$ cat src/rtl/morse_rx_fifo_pkg.sv
// morse_rx_fifo_pkg
//   Shared definitions for the Morse receiver:
//   - char_t     : 6-bit output character code
//                  (0-9 digits, 10-35 A-Z, 36 space, 63 invalid)
//   - CH_SPACE   : code pushed for a word gap
//   - CH_INVALID : code for an unrecognised or over-long character
//   - state_t    : receiver FSM states
package morse_rx_fifo_pkg;

  typedef logic [5:0] char_t;

  localparam char_t CH_SPACE   = 6'd36;
  localparam char_t CH_INVALID = 6'd63;

  typedef enum logic [1:0] {
    ST_IDLE  = 2'd0,
    ST_PRESS = 2'd1,
    ST_GAP   = 2'd2
  } state_t;

endpackage

$ cat src/rtl/morse_rx_fifo_lut.sv
// morse_lut
//   Purely combinational Morse decoder. Symbol k of a character sits at
//   code bit 4-k (dot = 0, dash = 1), so only the top len bits are looked at.
//   Ports:
//     code [4:0] in  : symbol pattern, first symbol in bit 4
//     len  [2:0] in  : number of symbols (1..5 are decodable)
//     ch   [5:0] out : decoded character, CH_INVALID for unlisted patterns
module morse_lut
  import morse_rx_fifo_pkg::*;
(
  input  logic [4:0] code,
  input  logic [2:0] len,
  output char_t      ch
);

  always_comb begin
    ch = CH_INVALID;
    case (len)
      3'd1: ch = code[4] ? 6'd29 : 6'd14;
      3'd2: begin
        case (code[4:3])
          2'b00:   ch = 6'd18;
          2'b01:   ch = 6'd10;
          2'b10:   ch = 6'd23;
          default: ch = 6'd22;
        endcase
      end
      3'd3: begin
        case (code[4:2])
          3'b000:  ch = 6'd28;
          3'b001:  ch = 6'd30;
          3'b010:  ch = 6'd27;
          3'b011:  ch = 6'd32;
          3'b100:  ch = 6'd13;
          3'b101:  ch = 6'd20;
          3'b110:  ch = 6'd16;
          default: ch = 6'd24;
        endcase
      end
      3'd4: begin
        case (code[4:1])
          4'b0000: ch = 6'd17;
          4'b0001: ch = 6'd31;
          4'b0010: ch = 6'd15;
          4'b0100: ch = 6'd21;
          4'b0110: ch = 6'd25;
          4'b0111: ch = 6'd19;
          4'b1000: ch = 6'd11;
          4'b1001: ch = 6'd33;
          4'b1010: ch = 6'd12;
          4'b1011: ch = 6'd34;
          4'b1100: ch = 6'd35;
          4'b1101: ch = 6'd26;
          default: ch = CH_INVALID;
        endcase
      end
      3'd5: begin
        case (code)
          5'b01111: ch = 6'd1;
          5'b00111: ch = 6'd2;
          5'b00011: ch = 6'd3;
          5'b00001: ch = 6'd4;
          5'b00000: ch = 6'd5;
          5'b10000: ch = 6'd6;
          5'b11000: ch = 6'd7;
          5'b11100: ch = 6'd8;
          5'b11110: ch = 6'd9;
          5'b11111: ch = 6'd0;
          default:  ch = CH_INVALID;
        endcase
      end
      default: ch = CH_INVALID;
    endcase
  end

endmodule

$ cat src/rtl/morse_rx_fifo.sv
// morse_rx_fifo
//   Morse receiver: measures key-high runs (dot/dash) and key-low gaps
//   (character end / word end), decodes each character and queues it in a
//   first-word-fall-through FIFO.
//   Ports:
//     clk      in  : rising-edge clock
//     rst      in  : asynchronous active-high reset
//     key      in  : synchronised, debounced key level (1 = pressed)
//     rd_en    in  : pop request, ignored while empty
//     rd_data  out : FIFO head (6-bit character code)
//     empty    out : FIFO holds no entries
//     full     out : FIFO holds DEPTH entries
//     count    out : entries held
//     overflow out : sticky, a push was dropped
//     busy     out : FSM not idle
module morse_rx_fifo
  import morse_rx_fifo_pkg::*;
#(
  parameter int DOT_MAX  = 3,
  parameter int CHAR_GAP = 8,
  parameter int WORD_GAP = 24,
  parameter int DEPTH    = 8
) (
  input  logic                     clk,
  input  logic                     rst,
  input  logic                     key,
  input  logic                     rd_en,
  output char_t                    rd_data,
  output logic                     empty,
  output logic                     full,
  output logic [$clog2(DEPTH):0]   count,
  output logic                     overflow,
  output logic                     busy
);

  localparam int AW   = $clog2(DEPTH);
  localparam int CNTW = AW + 1;
  localparam int CMAX = (WORD_GAP > DOT_MAX + 1) ? WORD_GAP : DOT_MAX + 1;
  localparam int CW   = $clog2(CMAX + 1);

  localparam logic [CW-1:0]   ONE       = CW'(1);
  localparam logic [CW-1:0]   DOT_LIM   = CW'(DOT_MAX);
  localparam logic [CW-1:0]   PRESS_SAT = CW'(DOT_MAX + 1);
  localparam logic [CW-1:0]   GAP_END   = CW'(CHAR_GAP);
  localparam logic [CW-1:0]   IDLE_SAT  = CW'(WORD_GAP);
  localparam logic [CNTW-1:0] DEPTH_C   = CNTW'(DEPTH);
  localparam logic [AW-1:0]   PTR_ONE   = AW'(1);

  state_t          state_q, state_d;
  logic [CW-1:0]   press_q, press_d;
  logic [CW-1:0]   gap_q, gap_d;
  logic [CW-1:0]   idle_q, idle_d;
  logic [4:0]      code_q, code_d;
  logic [2:0]      len_q, len_d;
  logic            too_long_q, too_long_d;

  logic            push;
  char_t           push_char;
  char_t           lut_char;

  logic [AW-1:0]   rd_ptr, wr_ptr;
  logic [CNTW-1:0] count_q;
  logic            overflow_q;
  char_t           head_hold;
  char_t           last_char;
  logic            pushed_any;
  char_t           mem [DEPTH];

  logic            pop;
  logic            wr_ok;

  morse_lut u_lut (
    .code (code_q),
    .len  (len_q),
    .ch   (lut_char)
  );

  // Receiver state and all timing counters.
  always_ff @(posedge clk or posedge rst) begin
    if (rst) begin
      state_q    <= ST_IDLE;
      press_q    <= '0;
      gap_q      <= '0;
      idle_q     <= '0;
      code_q     <= '0;
      len_q      <= '0;
      too_long_q <= 1'b0;
    end else begin
      state_q    <= state_d;
      press_q    <= press_d;
      gap_q      <= gap_d;
      idle_q     <= idle_d;
      code_q     <= code_d;
      len_q      <= len_d;
      too_long_q <= too_long_d;
    end
  end

  // Next-state logic. A symbol is classified on the falling key edge; a
  // character is committed on the cycle its gap counter reaches CHAR_GAP;
  // a space is requested on the cycle the idle counter reaches WORD_GAP.
  always_comb begin
    state_d    = state_q;
    press_d    = press_q;
    gap_d      = gap_q;
    idle_d     = idle_q;
    code_d     = code_q;
    len_d      = len_q;
    too_long_d = too_long_q;
    push       = 1'b0;
    push_char  = CH_INVALID;
    case (state_q)
      ST_IDLE: begin
        if (key) begin
          state_d = ST_PRESS;
          press_d = ONE;
        end else if (idle_q != IDLE_SAT) begin
          idle_d = idle_q + ONE;
          // Only one space per word gap, and never before the first char.
          if ((idle_q + ONE == IDLE_SAT) && pushed_any && (last_char != CH_SPACE)) begin
            push      = 1'b1;
            push_char = CH_SPACE;
          end
        end
      end
      ST_PRESS: begin
        if (key) begin
          if (press_q != PRESS_SAT) press_d = press_q + ONE;
        end else begin
          // Past five symbols the code is frozen and the char becomes invalid.
          if (len_q == 3'd5) begin
            too_long_d = 1'b1;
          end else begin
            code_d[3'd4 - len_q] = (press_q > DOT_LIM);
            len_d                = len_q + 3'd1;
          end
          state_d = ST_GAP;
          gap_d   = ONE;
        end
      end
      ST_GAP: begin
        if (key) begin
          state_d = ST_PRESS;
          press_d = ONE;
          gap_d   = '0;
        end else if (gap_q + ONE == GAP_END) begin
          push       = 1'b1;
          push_char  = too_long_q ? CH_INVALID : lut_char;
          code_d     = '0;
          len_d      = '0;
          too_long_d = 1'b0;
          idle_d     = '0;
          gap_d      = '0;
          state_d    = ST_IDLE;
        end else begin
          gap_d = gap_q + ONE;
        end
      end
      default: state_d = ST_IDLE;
    endcase
  end

  // A pop frees a slot before the push is considered, so a full FIFO can
  // accept a commit in the same cycle it is read.
  assign pop   = rd_en && (count_q != '0);
  assign wr_ok = push && ((count_q != DEPTH_C) || pop);

  // FIFO pointers, occupancy, sticky overflow and word-gap bookkeeping.
  // head_hold remembers the last head so rd_data stays stable once drained.
  always_ff @(posedge clk or posedge rst) begin
    if (rst) begin
      rd_ptr     <= '0;
      wr_ptr     <= '0;
      count_q    <= '0;
      overflow_q <= 1'b0;
      head_hold  <= '0;
      last_char  <= '0;
      pushed_any <= 1'b0;
    end else begin
      if (pop) begin
        rd_ptr    <= rd_ptr + PTR_ONE;
        head_hold <= mem[rd_ptr];
      end
      if (wr_ok) begin
        wr_ptr     <= wr_ptr + PTR_ONE;
        last_char  <= push_char;
        pushed_any <= 1'b1;
      end
      if (push && !wr_ok) overflow_q <= 1'b1;
      case ({wr_ok, pop})
        2'b10:   count_q <= count_q + CNTW'(1);
        2'b01:   count_q <= count_q - CNTW'(1);
        default: count_q <= count_q;
      endcase
    end
  end

  // Storage is deliberately not reset.
  always_ff @(posedge clk) begin
    if (wr_ok) mem[wr_ptr] <= push_char;
  end

  assign empty    = (count_q == '0);
  assign full     = (count_q == DEPTH_C);
  assign count    = count_q;
  assign overflow = overflow_q;
  assign busy     = (state_q != ST_IDLE);
  assign rd_data  = empty ? head_hold : mem[rd_ptr];

endmodule

$ cat config.mk
export PLATFORM = sky130hd
export DESIGN_NAME = morse_rx_fifo
export DESIGN_NICKNAME = d
export VERILOG_FILES = /design/src/rtl/morse_rx_fifo_pkg.sv /design/src/rtl/morse_rx_fifo_lut.sv /design/src/rtl/morse_rx_fifo.sv
export SDC_FILE = /design/constraint.sdc
export NUM_CORES = 1
export LEC_CHECK = 0
export ABC_AREA = 1
export BUFFER_PORTS_ARGS = -buffer_cell sky130_fd_sc_hd__buf_2
export CORE_ASPECT_RATIO = 0.6
export CORE_UTILIZATION = 40
export DETAILED_ROUTE_END_ITERATION = 12
export PLACE_DENSITY_LB_ADDON = 0.15
export SLEW_MARGIN = 10
export SYNTH_ARGS = -nofsm -noshare
export SYNTH_HDL_FRONTEND = slang
export SYNTH_HIERARCHICAL = 1
export SYNTH_SLANG_ARGS = --single-unit
$ cat constraint.sdc
create_clock -name clk -period 3.37 [get_ports clk]
set_input_delay 0 -clock clk [delete_from_list [all_inputs] [get_ports clk]]
set_output_delay 0 -clock clk [all_outputs]
set_load 0.03 [all_outputs]
After elaboration in Yosys (flattened, before gate mapping)
Memories as Yosys holds them, arrays and structs flattened.
Index checks and enable logic that the tools add are counted.
- bits in registers: 50
- latch bits: 0
- bits in writable memories: 48
- memory bits (read-only): 288
- bits of input ports: 4
- output and inout bits: 14
- logic and storage cells: 145
- memories: 3
- memories (name ; depth ; width ; read ports ; clocked after memory_dff ; write ports ; line ; RTL):
    (no name shown) ; 32 ; 6 ; 1 ; 0 ; 0 ; morse_rx_fifo_lut.sv:58 ; case (code)
    (no name shown) ; 16 ; 6 ; 1 ; 0 ; 0 ; morse_rx_fifo_lut.sv:41 ; case (code[4:1])
    mem ; 8 ; 6 ; 1 ; 0 ; 1 ; morse_rx_fifo.sv:67 ; char_t mem [DEPTH];
- add/subtract/negate cells: 9
- multiply operators: 0
- divide/modulo/power cells: 0
- order comparisons: 3
- eq/ne operators: 36
- shifts and indexed selects: 0
- multiplexer cells: 55
- bitwise gates (word level): 0
- reduce and logical (&&, ||, !) cells: 25
- operators with widths (cell ; count):
    $mux W5 ; 16
    $pmux W6 S7 ; 1
    $pmux W5 S2 ; 4
    $pmux W6 S5 ; 1
    $mux W6 ; 4
    $ne A2 B2 Y1 const B ; 10
    $add A5 B1 Y5 const B ; 3
    $eq A3 B3 Y1 const B ; 5
    $pmux W5 S3 ; 1
    $reduce_and A5 Y1 ; 3
    $eq A3 B2 Y1 const B ; 4
    $mux W1 ; 12
    $mux W3 ; 4
    $pmux W6 S2 ; 1
    $reduce_bool A2 Y1 ; 5
    $add A3 B1 Y3 const B ; 3
    $mux W2 ; 4
    $pmux W4 S2 ; 1
    $eq A2 B1 Y1 const B ; 3
    $eq A2 B2 Y1 const B ; 3
    $eq A3 B1 Y1 const B ; 2
    $logic_and A1 B1 Y1 ; 6
    $ne A6 B6 Y1 const B ; 1
    $pmux W2 S3 ; 1
    other kinds (28) ; 30

Longest topological paths before layout
Gate-level depths: netlist (run 1).
- word-level depth: 11
- gate-level depth with buffers: 20
- mapped depth without buffers: 20

Cells and area by module
Netlist (run 1), hierarchy kept.
- modules (own cells, without submodules) (module ; instances ; cells each ; area an instance (um^2) ; seq. area each (um^2)):
    morse_rx_fifo ; 1 ; 457 ; 4564.4 ; 2692.6
    morse_lut ; 1 ; 141 ; 735.7 ; 0.0

Least setup slack after synthesis (run 1)
No wires, ideal clock.
- path type: reg-to-reg
- start: reg count_q[3], in the netlist count[3]
- end: mem mem[4][0] (netlist bit), enable pin
- setup time: 268 ps
- arrival time: 2299 ps
- required time: 3102 ps
- path slack: 803 ps
- cell stages (with the launch flop): 8
- buffers on the path: 0
- clock period less this slack: 2567 ps
- cells stage by stage: dfrtp_1 inv_1 nor4_1 nand2_1 nand2_2 inv_2 nand2_4 nor3_1
- longest elaborated chain between the ends: 6
- elaborated cells on any way between the ends: 7
- those cells by class: eq/ne: 1; mux: 2; reduce/logical: 4
- RTL lines (what ; line ; RTL):
    start, declared ; morse_rx_fifo.sv:62 ; logic [CNTW-1:0] count_q;
    start signal, assigned ; morse_rx_fifo.sv:191 ; 2'b10: count_q <= count_q + CNTW'(1);
    start signal, assigned ; morse_rx_fifo.sv:192 ; 2'b01: count_q <= count_q - CNTW'(1);
    start signal, assigned ; morse_rx_fifo.sv:193 ; default: count_q <= count_q;
    $reduce_bool A4 Y1 ; morse_rx_fifo.sv:165 ; assign pop = rd_en && (count_q != '0);
    $logic_and A1 B1 Y1 ; morse_rx_fifo.sv:165 ;
    $logic_or A1 B1 Y1 * ; morse_rx_fifo.sv:166 ; assign wr_ok = push && ((count_q != DEPTH_C) || pop);
    $logic_and A1 B1 Y1 * ; morse_rx_fifo.sv:166 ;
    $mux W1 * ; morse_rx_fifo.sv:200 ; if (wr_ok) mem[wr_ptr] <= push_char;
    $mux W1 (implied by the code) * ; morse_rx_fifo.sv:200 ;
    end, declared ; morse_rx_fifo.sv:67 ;
Every way passes the cells marked *; elsewhere a longest branch is shown, timed or not.

Worst setup path after layout (run 1)
- start: reg idle_q[0]
- end: reg count_q[3], in the netlist count[3]
- longest elaborated chain between the ends: 11
- elaborated cells on any way between the ends: 14
- those cells by class: add/sub: 1; eq/ne: 4; mux: 5; reduce/logical: 4
- RTL lines (what ; line ; RTL):
    start, declared ; morse_rx_fifo.sv:52 ; logic [CW-1:0] idle_q, idle_d;
    start signal, assigned ; morse_rx_fifo.sv:92 ; idle_q <= idle_d;
    $add A5 B1 Y5 ; morse_rx_fifo.sv:120 ; if ((idle_q + ONE == IDLE_SAT) && pushed_any && (last_char != CH_SPACE)) begin
    $eq A5 B5 Y1 ; morse_rx_fifo.sv:120 ;
    $logic_and A1 B1 Y1 (2 in a row) ; morse_rx_fifo.sv:120 ;
    $mux W1 ; morse_rx_fifo.sv:120 ;
    $mux W1 * ; morse_rx_fifo.sv:117 ; end else if (idle_q != IDLE_SAT) begin
    $mux W1 * ; morse_rx_fifo.sv:114 ; if (key) begin
    $pmux W1 S2 * ; morse_rx_fifo.sv:112 ; case (state_q)
    $logic_and A1 B1 Y1 * ; morse_rx_fifo.sv:166 ;
    $eq A2 B1 Y1 / $eq A2 B2 Y1 (equally long branches) ; morse_rx_fifo.sv:190 ; case ({wr_ok, pop})
    $pmux W4 S2 / $reduce_bool A2 Y1 (equally long branches) ; - ;
Marks and branches as above.
A chain may end at the register's enable or synchronous reset.

==> impl_results.md, run 1 <==
* Synth Area in Simple Gates at about 23%
* Area leader, netlist: edfxtp_1
* Crit path cell chain: ha_1, inv_1, nand2_1, nand2_1, nand2_1, nor2_1, nand3_2, nand3_1, inv_1, ha_1, nand2_1, nand2_1, a31oi_1, inv_1, nand2_1, nand3_1, nand2_1, inv_1
* Die Area at about 14000 um2
* Syn_area_per_cell at ~8.9 um2
* Top cells by count, synth: nand2_1, inv_1, nor2_1
* # setup viols final at 0
* Pwr dens at 811.9 nW/um2
* Leakage at between 2 and 3 nW
* Clock latency at the later pin of the worst-skew pair at between 0.3 and 0.4 ns
* Endpoints failing hold at 0
* Hold Crit Class: primary input to flip-flop
* Drc violations at 0
* Max VDD drop at roughly 340 uV
* Synth Net Count at approximately 620
* Pre-antenna DRT Iters at 4
* Setup total negative slack at 0 ns
* Main combinational cell family by area after synthesis: simple AND/OR/NAND/NOR gates
* Reg-to-reg slack, setup at between 0.7 and 0.8 ns
* Crit start category: flip-flop
* Area post-placement at about 5600 um2
* #FFs+latches synth at ~100
* Crit path time final at around 2.6 ns
* Element type at the critical path end: flip-flop
* # diodes at 0
* Synth warnings at 6
* CTS max path bufs at 2
* Top post-synthesis cells by area: edfxtp_1, dfrtp_1, nand2_1
* Run status: complete, no violations
* Port bufs at 17
* Initial core utilization at about two fifths
* FF-to-FF Start: idle_q[0]$_DFFE_PP0P_
* RSZ-0062 raised after global routing: false
* Dpl hpwl at between 8 and 9 mm
* Slew @ Worst Pin at 0.8978 ns
* Via count at roughly 4200
* Starting DRT DRC Count at about 280
* Post-CTS setup buffer count at 0
* Max Cap Viol at 0
* Crit path DAT at around 2.9 ns
* Num CTS Buffers at 9
* Post-synthesis cell count at between 500 and 600
* Async S/R FF share, synth at 51.02%
* XOR/XNOR Fraction of Synth Area at roughly 1.2%
* # nets final at 649
* Total Routing Usage GR at between 10% and 20%
* Crit path max-delay family: simple AND/OR/NAND/NOR gates
* Total core area at ~13000 um2
* Yosys top cell area share at a little over a quarter
* CP dominant cell by count: nand2_1
* Buffers & Inverters on Critical Path at 4
* Register area share after synthesis at between 50% and 60%
* CTS tree: built
* H-tree Lvls at 3
* Total routed wirelength at 11.69 mm
* Main synth FF type: dfrtp_1
* Top Ports at 18
* Post-route ant nets at 0
* Critical path class: flip-flop to flip-flop
* Chip height at a little over 90 um
* Initial antenna violation count at 0
* Chip Width at between 150 and 200 um
* Slowest cell on crit path: dfrtp_1
* Vias per cell at 5.208
* Vias in the first global route at 3860
* Post-synthesis mux area share at between 1 and 1.5%
* Core Util, Final at 45.64%
* Critical R2R Capture: count[3]$_DFFE_PP0P_
* WP data required at ~3.6 ns
* Clock skew at about 0.0086 ns
* Max Clock Freq at approximately 380 MHz
* Std-Cell Rows at 32
* Reg clk slew, reported paths at 0.07 ns
* Root Buffer: clkbuf_16
* Largest net degree at the start of global routing at 43
* Post-Syn Area at between 5000 and 6000 um2
* EDFF count, synth at 48
* Area Growth Syn to Fin at 11.02%
* Final instance area at between 5000 and 6000 um2
* Slew Viols, Final at 0
* Routability congestion estimate at between 0.8 and 0.9
* Total gr overflow at 0
* Adder-Cell Fraction of Synth Area at between 5 and 6%
* Fin crit share at around 77%
* Slowest Stage Delay on Critical Path at 0.44 ns
* Post-synth cell types at 44
* Share of post-route cells with drive strength above 1 at a little under an eighth
* Post-CTS resize count at 0
* Worst hold path depth at 5
* First-pass GRT wire length at between 15 and 20 mm
* Worst slew margin at 40.15%
* Most numerous cell in the Yosys netlist: nand2_1
* Hold Crit Start: rd_en
* DR WL/cell at 14.65 um
* Hold endpoint: rd_ptr[1]$_DFFE_PP0P_
* TritonCTS Sinks at 98
* Critical path peak fanout at 7
* Post-synthesis compound-gate area fraction at about 11%
* R2r worst-path depth at 18
## through the flow
stage / hold slack (ns) / total power [mW] / setup slack [ns] / cells
after floorplan: 0.06314 / 3.300 / 0.8028 / 598
after global placement: 0.2406 / 3.774 / 0.8758 / 780
after detailed placement: 0.2502 / 3.799 / 0.7776 / 780
after CTS: 0.08356 / 4.790 / 0.7575 / 798
after global routing: 0.1871 / 5.188 / 0.3121 / 798
final: 0.08898 / 4.778 / 0.7598 / 798
## area by class of cell
| type | instances | area (um2) |
|---|---|---|
| repair buffers | 29 | 180.2 |
| clock inverters | 7 | 61.31 |
| inverters | 91 | 341.6 |
| fillers | 1215 | 7008 |
| flip-flops and latches | 98 | 2693 |
| well taps | 170 | 212.7 |
| clock buffers | 9 | 225.2 |
| multi-input cells | 394 | 2171 |
## cells by family (layout without fill, tap and decap cells)
group / count (synthesis) / count (layout)
AO/OA/AOI/OAI: 97 / 97
XOR/XNOR: 7 / 7
adder cells (fa/ha/maj): 22 / 22
buffers and inverters: 106 / 136
flip-flops: 98 / 98
multiplexers: 6 / 6
AND/OR/NAND/NOR: 262 / 262
## cell usage in the layout, fill, tap and decap left out, drive strengths merged, types with 2 or more instances in the layout
cell type | synthesis | routed
mux2i | 6 | 6
o22ai | 15 | 15
dlygate4sd3 | 0 | 2
o221ai | 6 | 6
clkinvlp | 0 | 2
xnor2 | 3 | 3
edfxtp | 48 | 48
dfrtp | 50 | 50
nand4 | 9 | 9
o32ai | 7 | 7
buf | 11 | 27
inv | 89 | 92
clkinv | 2 | 4
nor2 | 68 | 68
clkbuf | 4 | 9
nor3 | 8 | 8
nor4 | 5 | 5
nand2 | 125 | 125
o21ai | 51 | 51
a21oi | 12 | 12
nand3 | 43 | 43
o211ai | 2 | 2
xor2 | 4 | 4
ha | 21 | 21
## layer usage
metal  track usage [%]  part of all wire (%)  routed length, um
met5                 0                     0                  0
met4             4.250                   1.1                127
met3             3.819                   5.9                695
met2             24.69                    38               4427
met1             30.63                    55               6441
## power breakdown
| group | internal, mW | switching [mW] |
|---|---|---|
| registers | 1.45 | 0.359 |
| logic | 0.679 | 1.31 |
| clock network | 0.514 | 0.472 |
| total | 2.64 | 2.14 |
## worst max path at each step
stage | startpoint | end | slack (ns) | cells after the start
final | idle_q[0]$_DFFE_PP0P_ | count[3]$_DFFE_PP0P_ | 0.76 | 18
after global routing | count[0]$_DFFE_PP0P_ | count[3]$_DFFE_PP0P_ | 0.31 | 15
after CTS | idle_q[0]$_DFFE_PP0P_ | count[3]$_DFFE_PP0P_ | 0.76 | 18
after detailed placement | idle_q[0]$_DFFE_PP0P_ | count[3]$_DFFE_PP0P_ | 0.78 | 18
after global placement | idle_q[0]$_DFFE_PP0P_ | count[3]$_DFFE_PP0P_ | 0.88 | 18
after floorplan | count[3]$_DFFE_PP0P_ | mem[4][0]$_DFFE_PP_ | 0.80 | 7
## state kept, by name, summed over array words and instances, names as in the netlist, 4 cells and up
| register | count |
|---|---|
| idle_q | 5 |
| press_q | 5 |
| mem | 48 |
| gap_q | 5 |
| code_q | 5 |
| last_char | 6 |
| head_hold | 6 |
| count | 4 |
## timing repair
item,CTS,global route
hold endpoints to repair,43,0
hold buffers,2,0
setup endpoints to repair,0,0
## tightest hold or removal path: stages
cell	delay, ns
buf_2	0.09
inv_1	0.07
nor2_1	0.11
nand2_1	0.08
nand2_1	0.05
Power figures use the tool's default switching activity.
==> run 2: changes to the inputs <==
Clock period 3.37 ns to 2.1 ns, I/O delays scaled along.
==> run 2 against run 1 <==
  * Highest routed layer unchanged
  * Non-clock buffer count up 48
  * Power up 75%
  * Sequential share of layout area down 4.8 points
  * Wire length up 7.8%
  * Core utilization up 5.7 points
  * Worst hold slack better by 0.12 ns
  * Via count up 3.2%
  * The run now ends with negative setup slack left
  * Critical path type unchanged
  * Die area unchanged
  * Register-to-register slack worse by 0.81 ns
  * Final cell count up 6.1%
==> impl_results.md, run 2 (same netlist as run 1, synthesis figures left out) <==
* Run status: finished with violations (was complete, no violations)
* Failing checks: negative setup slack
* Sequential power share at 33.9% (was 37.8%)
* Std-Cell Rows at 32 (unchanged)
* Pre-antenna DRT Iters at 4 (unchanged)
* Element type at the critical path end: flip-flop (unchanged)
* Slowest cell on crit path: dfrtp_2 (was dfrtp_1)
* Clock latency at the later pin of the worst-skew pair at 0.34 ns (about the same)
* Vias per cell at 5.065 (was 5.208)
* Net switching power at 3.609 mW (was 2.138 mW)
* Largest net degree at the start of global routing at 26 (was 43)
* P_int at 4.731 mW (was 2.640 mW)
* Crit start category: flip-flop (unchanged)
* CP dominant cell by count: nand2_1 (unchanged)
* Slowest Stage Delay on Critical Path at 0.41 ns (was 0.44 ns)
* Final instance area at 6614 um2 (was 5884 um2)
* First-pass GRT wire length at 20.03 mm (was 19.86 mm)
* Starting DRT DRC Count at 300 (was 282)
* CP Launch Point: idle_q[0]$_DFFE_PP0P_ (unchanged)
* Area post-placement at 6000 um2 (was 5578 um2)
* Clock skew at 0.006066 ns (was 0.008614 ns)
* Pwr dens at 1261 nW/um2 (was 811.9 nW/um2)
* Max Clock Freq at 464.1 MHz (was 383.1 MHz)
* Slew Viols, Final at 0 (unchanged)
* Top Ports at 18 (unchanged)
* Critical path class: flip-flop to flip-flop (unchanged)
* Port bufs at 17 (unchanged)
* Max reg flops at 48 (unchanged)
* Total gr overflow at 0 (unchanged)
* H-tree Lvls at 3 (unchanged)
* Hold Crit Start: rd_en (unchanged)
* Share of post-route cells with drive strength above 1 at 26.44% (was 11.94%)
* Area Growth Syn to Fin at 24.79% (was 11.02%)
* Chip Width at 150.6 um (unchanged)
* Critical path peak fanout at 4 (was 7)
* Initial antenna violation count at 0 (unchanged)
* Most frequent cells in the layout: nand2_1, inv_1, nor2_1 (unchanged)
* Initial core utilization at 41.11% (unchanged)
* Leakage at 3.053 nW (was 2.784 nW)
* Core Util, Final at 51.30% (was 45.64%)
* Crit path max-delay family: simple AND/OR/NAND/NOR gates (unchanged)
* Endpoints failing hold at 0 (unchanged)
* Buffers & Inverters on Critical Path at 4 (unchanged)
* Num CTS Buffers at 9 (unchanged)
* Vias in the first global route at 3825 (was 3860)
* Drc violations at 0 (unchanged)
* Setup ws final at -0.05476 ns (was 0.7598 ns)
* Chip height at 91.17 um (unchanged)
* Die Area at 13730 um2 (unchanged)
* Critical R2R Capture: count[3]$_DFFE_PP0P_ (unchanged)
* Crit path DAT at 2.39 ns (was 2.85 ns)
* Via count at 4290 (was 4156)
* Reg-to-reg slack, setup at -0.05 ns (was 0.76 ns)
* Finished Layout Cells at 847 (was 798)
* Total core area at 12890 um2 (unchanged)
* Worst hold path depth at 6 (was 5)
* Switch share at 43.28% (was 44.75%)
* Hold Crit Class: primary input to flip-flop (unchanged)
* # diodes at 0 (unchanged)
* Routability congestion estimate at 0.8317 (was 0.8997)
* Total routed wirelength at 12.61 mm (was 11.69 mm)
* Slew @ Worst Pin at 0.5219 ns (was 0.8978 ns)
* WP data required at 2.33 ns (was 3.61 ns)
* # nets final at 698 (was 649)
* # setup viols final at 1 (was 0)
* Biggest regs: mem (48), head_hold (6), last_char (6) (unchanged)
* Power share of the clock group at 18.8% (was 20.6%)
* CTS max path bufs at 2 (unchanged)
* Crit path time final at 2.155 ns (was 2.610 ns)
* Worst slew margin at 65.15% (was 40.15%)
* Reg clk slew, reported paths at 0.07 ns (about the same)
* Most flop-heavy register: mem (unchanged)
* CTS tree: built (unchanged)
* R2r worst-path depth at 19 (was 18)
* Post-route ant nets at 0 (unchanged)
* Hold endpoint: rd_ptr[1]$_DFFE_PP0P_ (unchanged)
* Root Buffer: clkbuf_16 (unchanged)
* TritonCTS Sinks at 98 (unchanged)
* Total Routing Usage GR at 19.18% (was 18.78%)
* Fin crit share at 102.6% (was 77.45%)
* FF-to-FF Start: idle_q[0]$_DFFE_PP0P_ (unchanged)
* Comb pwr share at 47.3% (was 41.6%)
* DR WL/cell at 14.88 um (was 14.65 um)
* Crit path cell chain: inv_2, ha_2, nand2_1, inv_1, nand2_2, nand2_2, nor2_4, nand3_4, nand3_4, inv_4, ha_4, nand2_2, nand2_1, a31oi_1, nand2_1, nand2_1, nand2_1, nand2_1, inv_1 (was ha_1, inv_1, nand2_1, nand2_1, nand2_1, nor2_1, nand3_2, nand3_1, inv_1, ha_1, nand2_1, nand2_1, a31oi_1, inv_1, nand2_1, nand3_1, nand2_1, inv_1)
* Max VDD drop at 635.1 uV (was 343.0 uV)
* Dpl cells at 821 (was 780)
* RSZ-0062 raised after global routing: true (was false)
* Dpl hpwl at 9.349 mm (was 8.627 mm)
* Max Cap Viol at 0 (unchanged)
* Most common cell after layout, fill and taps aside: nand2_1 (unchanged)
## run 2: worst min-delay path, cell delays in order
cell	delay, ns
buf_2	0.10
inv_1	0.06
nor2_1	0.10
buf_4	0.17
nand2_1	0.05
nand2_1	0.04
## run 2: what timing repair did
item / in CTS / in global routing
hold endpoints to repair: 23 / 0
setup endpoints to repair: 55 / 100
hold buffers: 2 / 0
setup buffers: 3 / 4
gates resized for setup: 15 / 58
gates cloned: 0 / 1
pin swaps: 5 / 18
## run 2: power groups by stage
stage	Sequential [mW]	Combinational, mW	Clock [mW]
final	2.83	3.95	1.57
after global placement	2.79	3.68	0
after floorplan	2.76	2.59	0
after CTS	2.78	3.78	1.61
after detailed placement	2.81	3.72	0
after global routing	2.89	4.43	1.68
## run 2: layout make-up
type | count | area (um2)
clock buffers | 11 | 254.0
clock inverters | 5 | 35.03
fillers | 1173 | 6279
inverters | 91 | 350.3
multi-input cells | 394 | 2431
flip-flops and latches | 98 | 2711
well taps | 170 | 212.7
repair buffers | 77 | 611.8
repair inverters | 1 | 7.507
## run 2: how the worst max path moves through the flow
stage,endpoint,depth (start not counted)
4_1_cts,count[3]$_DFFE_PP0P_,19
3_5_place_dp,count[3]$_DFFE_PP0P_,15
5_1_grt,count[3]$_DFFE_PP0P_,18
3_3_place_gp,count[3]$_DFFE_PP0P_,19
2_1_floorplan,mem[1][0]$_DFFE_PP_,12
6_report,count[3]$_DFFE_PP0P_,19
## run 2: layer usage
| layer | vias to the layer above | track usage [%] | share of wire [%] |
|---|---|---|---|
| met5 | - | 0 | 0 |
| met4 | 0 | 2.750 | 0.50 |
| met3 | 5 | 3.920 | 6.6 |
| met2 | 129 | 25.31 | 39 |
| met1 | 2002 | 31.83 | 54 |
| li1 | 2154 | - | - |
## run 2: through the flow
step                      setup WS (ns)   TNS (ns)  hold slack (ns)  total power, mW
after global routing            -0.2062     -3.356           0.2688            9.003
final                          -0.05476   -0.05476           0.2110            8.340
after detailed placement       -0.09641     -1.799          0.07018            6.531
after CTS                      -0.09494    -0.8956           0.1801            8.168
after floorplan                -0.03691    -0.8913          0.06314            5.346
after global placement        -0.004236  -0.004236          0.07142            6.470
==> run 3: changes to the inputs <==
Settings changed: CAP_MARGIN set to 20.
Clock period 2.1 ns to 2.7 ns, I/O delays scaled along.
==> run 3 against run 2 <==
  * The run now ends clean
  * Sequential power decreased by 22%
  * Flip-flop and latch count unchanged
  * Critical path depth decreased by 8
  * Global-route usage decreased by 0.21 points
  * Critical endpoint is now mem[0][4]$_DFFE_PP_
  * Largest cell class unchanged
==> impl_results.md, run 3 (same netlist as run 1, synthesis figures left out) <==
* Run status: complete, no violations (was finished with violations)
* First-pass GRT wire length at 19.81 mm (was 20.03 mm)
* Area Growth Syn to Fin at 13.01% (was 24.79%)
* Setup ws final at 0.3089 ns (was -0.05476 ns)
* Most common cell after layout, fill and taps aside: nand2_1 (unchanged)
* Core Util, Final at 46.46% (was 51.30%)
* Worst hold margin at 0.08613 ns (was 0.2110 ns)
* Post-route ant nets at 0 (unchanged)
* # setup viols final at 0 (was 1)
* Vias per cell at 5.108 (was 5.065)
* Max reg flops at 48 (unchanged)
* Worst slew margin at 46.09% (was 65.15%)
* Largest net degree at the start of global routing at 29 (was 26)
* Element type at the critical path end: flip-flop (unchanged)
* Routability congestion estimate at 0.8972 (was 0.8317)
* Root Buffer: clkbuf_16 (unchanged)
* Final instance area at 5989 um2 (was 6614 um2)
* Total core area at 12890 um2 (unchanged)
* Pre-antenna DRT Iters at 5 (was 4)
* Max VDD drop at 458.7 uV (was 635.1 uV)
* Port bufs at 17 (unchanged)
* CTS max path bufs at 2 (unchanged)
* Setup total negative slack at 0 ns (was -0.05476 ns)
* Clock latency at the later pin of the worst-skew pair at 0.35 ns (was 0.34 ns)
* Via count at 4112 (was 4290)
* H-tree Lvls at 3 (unchanged)
* Max Cap Viol at 0 (unchanged)
* DR WL/cell at 14.85 um (was 14.88 um)
* Share of post-route cells with drive strength above 1 at 13.07% (was 26.44%)
* Most flop-heavy register: mem (unchanged)
* Total Routing Usage GR at 18.96% (was 19.18%)
* # diodes at 0 (unchanged)
* RSZ-0062 raised after global routing: false (was true)
* Max Clock Freq at 418.2 MHz (was 464.1 MHz)
* R2r worst-path depth at 11 (was 19)
* Area occupied by multi-input gates at 2190 um2 (was 2431 um2)
* Biggest regs: mem (48), head_hold (6), last_char (6) (unchanged)
* TritonCTS Sinks at 98 (unchanged)
* Pwr dens at 1024 nW/um2 (was 1261 nW/um2)
* WP data required at 2.76 ns (was 2.33 ns)
* Slowest Stage Delay on Critical Path at 0.42 ns (was 0.41 ns)
* Starting DRT DRC Count at 321 (was 300)
* Crit path cell chain: ha_1, nand3_1, nand2_1, nand2_1, nand4_2, nand2_2, nand2_2, inv_2, nand2_4, nor3_1, buf_4 (was inv_2, ha_2, nand2_1, inv_1, nand2_2, nand2_2, nor2_4, nand3_4, nand3_4, inv_4, ha_4, nand2_2, nand2_1, a31oi_1, nand2_1, nand2_1, nand2_1, nand2_1, inv_1)
* Vias in the first global route at 3867 (was 3825)
* Total gr overflow at 0 (unchanged)
* Slew Viols, Final at 0 (unchanged)
* Critical path depth at 11 (was 19)
* Critical path peak fanout at 11 (was 4)
* Leakage at 2.835 nW (was 3.053 nW)
* Hold Crit Class: primary input to flip-flop (unchanged)
* Slowest cell on crit path: dfrtp_1 (was dfrtp_2)
* Area post-placement at 5615 um2 (was 6000 um2)
* CTS tree: built (unchanged)
* Worst slack, placed at 0.2232 ns (was -0.09641 ns)
* Endpoints failing hold at 0 (unchanged)
* Dpl hpwl at 8.830 mm (was 9.349 mm)
* Total routed wirelength at 11.95 mm (was 12.61 mm)
* Crit path time final at 2.391 ns (was 2.155 ns)
* Die Area at 13730 um2 (unchanged)
* Most frequent cells in the layout: nand2_1, inv_1, nor2_1 (unchanged)
* Layout fillers at 1232 (was 1173)
* Critical path class: flip-flop to flip-flop (unchanged)
* Clock skew at 0.009349 ns (was 0.006066 ns)
* Chip height at 91.17 um (unchanged)
* Crit path max-delay family: simple AND/OR/NAND/NOR gates (unchanged)
* # nets final at 656 (was 698)
* Slew @ Worst Pin at 0.8086 ns (was 0.5219 ns)
* Reg area at 2694 um2 (was 2711 um2)
* Worst hold path depth at 5 (was 6)
* Top Ports at 18 (unchanged)
* Initial core utilization at 41.11% (unchanged)
* Crit path DAT at 2.45 ns (was 2.39 ns)
* Fin crit share at 88.56% (was 102.6%)
* Drc violations at 0 (unchanged)
* Num CTS Buffers at 9 (unchanged)
* Std-Cell Rows at 32 (unchanged)
* Buffers & Inverters on Critical Path at 2 (was 4)
* Initial antenna violation count at 0 (unchanged)
* Reg clk slew, reported paths at 0.06 ns (was 0.07 ns)
* Chip Width at 150.6 um (unchanged)
* Crit start category: flip-flop (unchanged)
## run 3: stage by stage
stage / power [mW] / std cells
6_report: 6.133 / 805
5_1_grt: 6.643 / 805
4_1_cts: 6.135 / 803
3_5_place_dp: 4.748 / 785
3_3_place_gp: 4.696 / 785
2_1_floorplan: 4.119 / 598
## run 3: area by class of cell
type | instances | share of cell area (%)
inverter | 91 | 5.703
timing repair buffer | 36 | 3.886
multi-input combinational | 394 | 36.56
sequential | 98 | 44.98
tap | 170 | 3.551
clock inverter | 6 | 1.337
clock buffer | 10 | 3.990
## run 3: timing repair
action | in CTS | in global routing
hold buffers | 2 | 0
buffers inserted | 0 | 2
gates resized for setup | 0 | 3
setup endpoints to repair | 0 | 19
hold endpoints to repair | 24 | 0
## run 3: per-layer routing
metal,routed length (um),track usage [%]
met3,758,4.372
met5,0,0
met1,6533,30.52
met2,4569,25.00
met4,92,4.333
## run 3: worst min-delay path, stage by stage
cell and delay (ns):
buf_2 0.09, inv_1 0.06, nor2_1 0.10, nand2_1 0.08, nand2_1 0.05
## run 3: path summary, 6_finish.rpt
check                           slack, ns                endpoint              startpoint
worst min-delay path                 0.09   rd_ptr[1]$_DFFE_PP0P_                   rd_en
min in group asynchronous            0.24    count[1]$_DFFE_PP0P_                     rst
worst min register to register       0.47  pushed_any$_DFFE_PP0P_  pushed_any$_DFFE_PP0P_
max in group asynchronous            1.67   idle_q[0]$_DFFE_PP0P_                     rst
worst max-delay path                 0.31     mem[0][4]$_DFFE_PP_    gap_q[0]$_DFFE_PP0P_
worst max register to register       0.31     mem[0][4]$_DFFE_PP_    gap_q[0]$_DFFE_PP0P_
## run 3: where the power goes
group	internal (mW)	leakage [nW]	total (mW)	switching (mW)
registers	1.81	1.18	2.21	0.404
clock network	0.829	0.154	1.37	0.544
logic	0.888	1.50	2.55	1.66
total	3.53	2.84	6.13	2.61
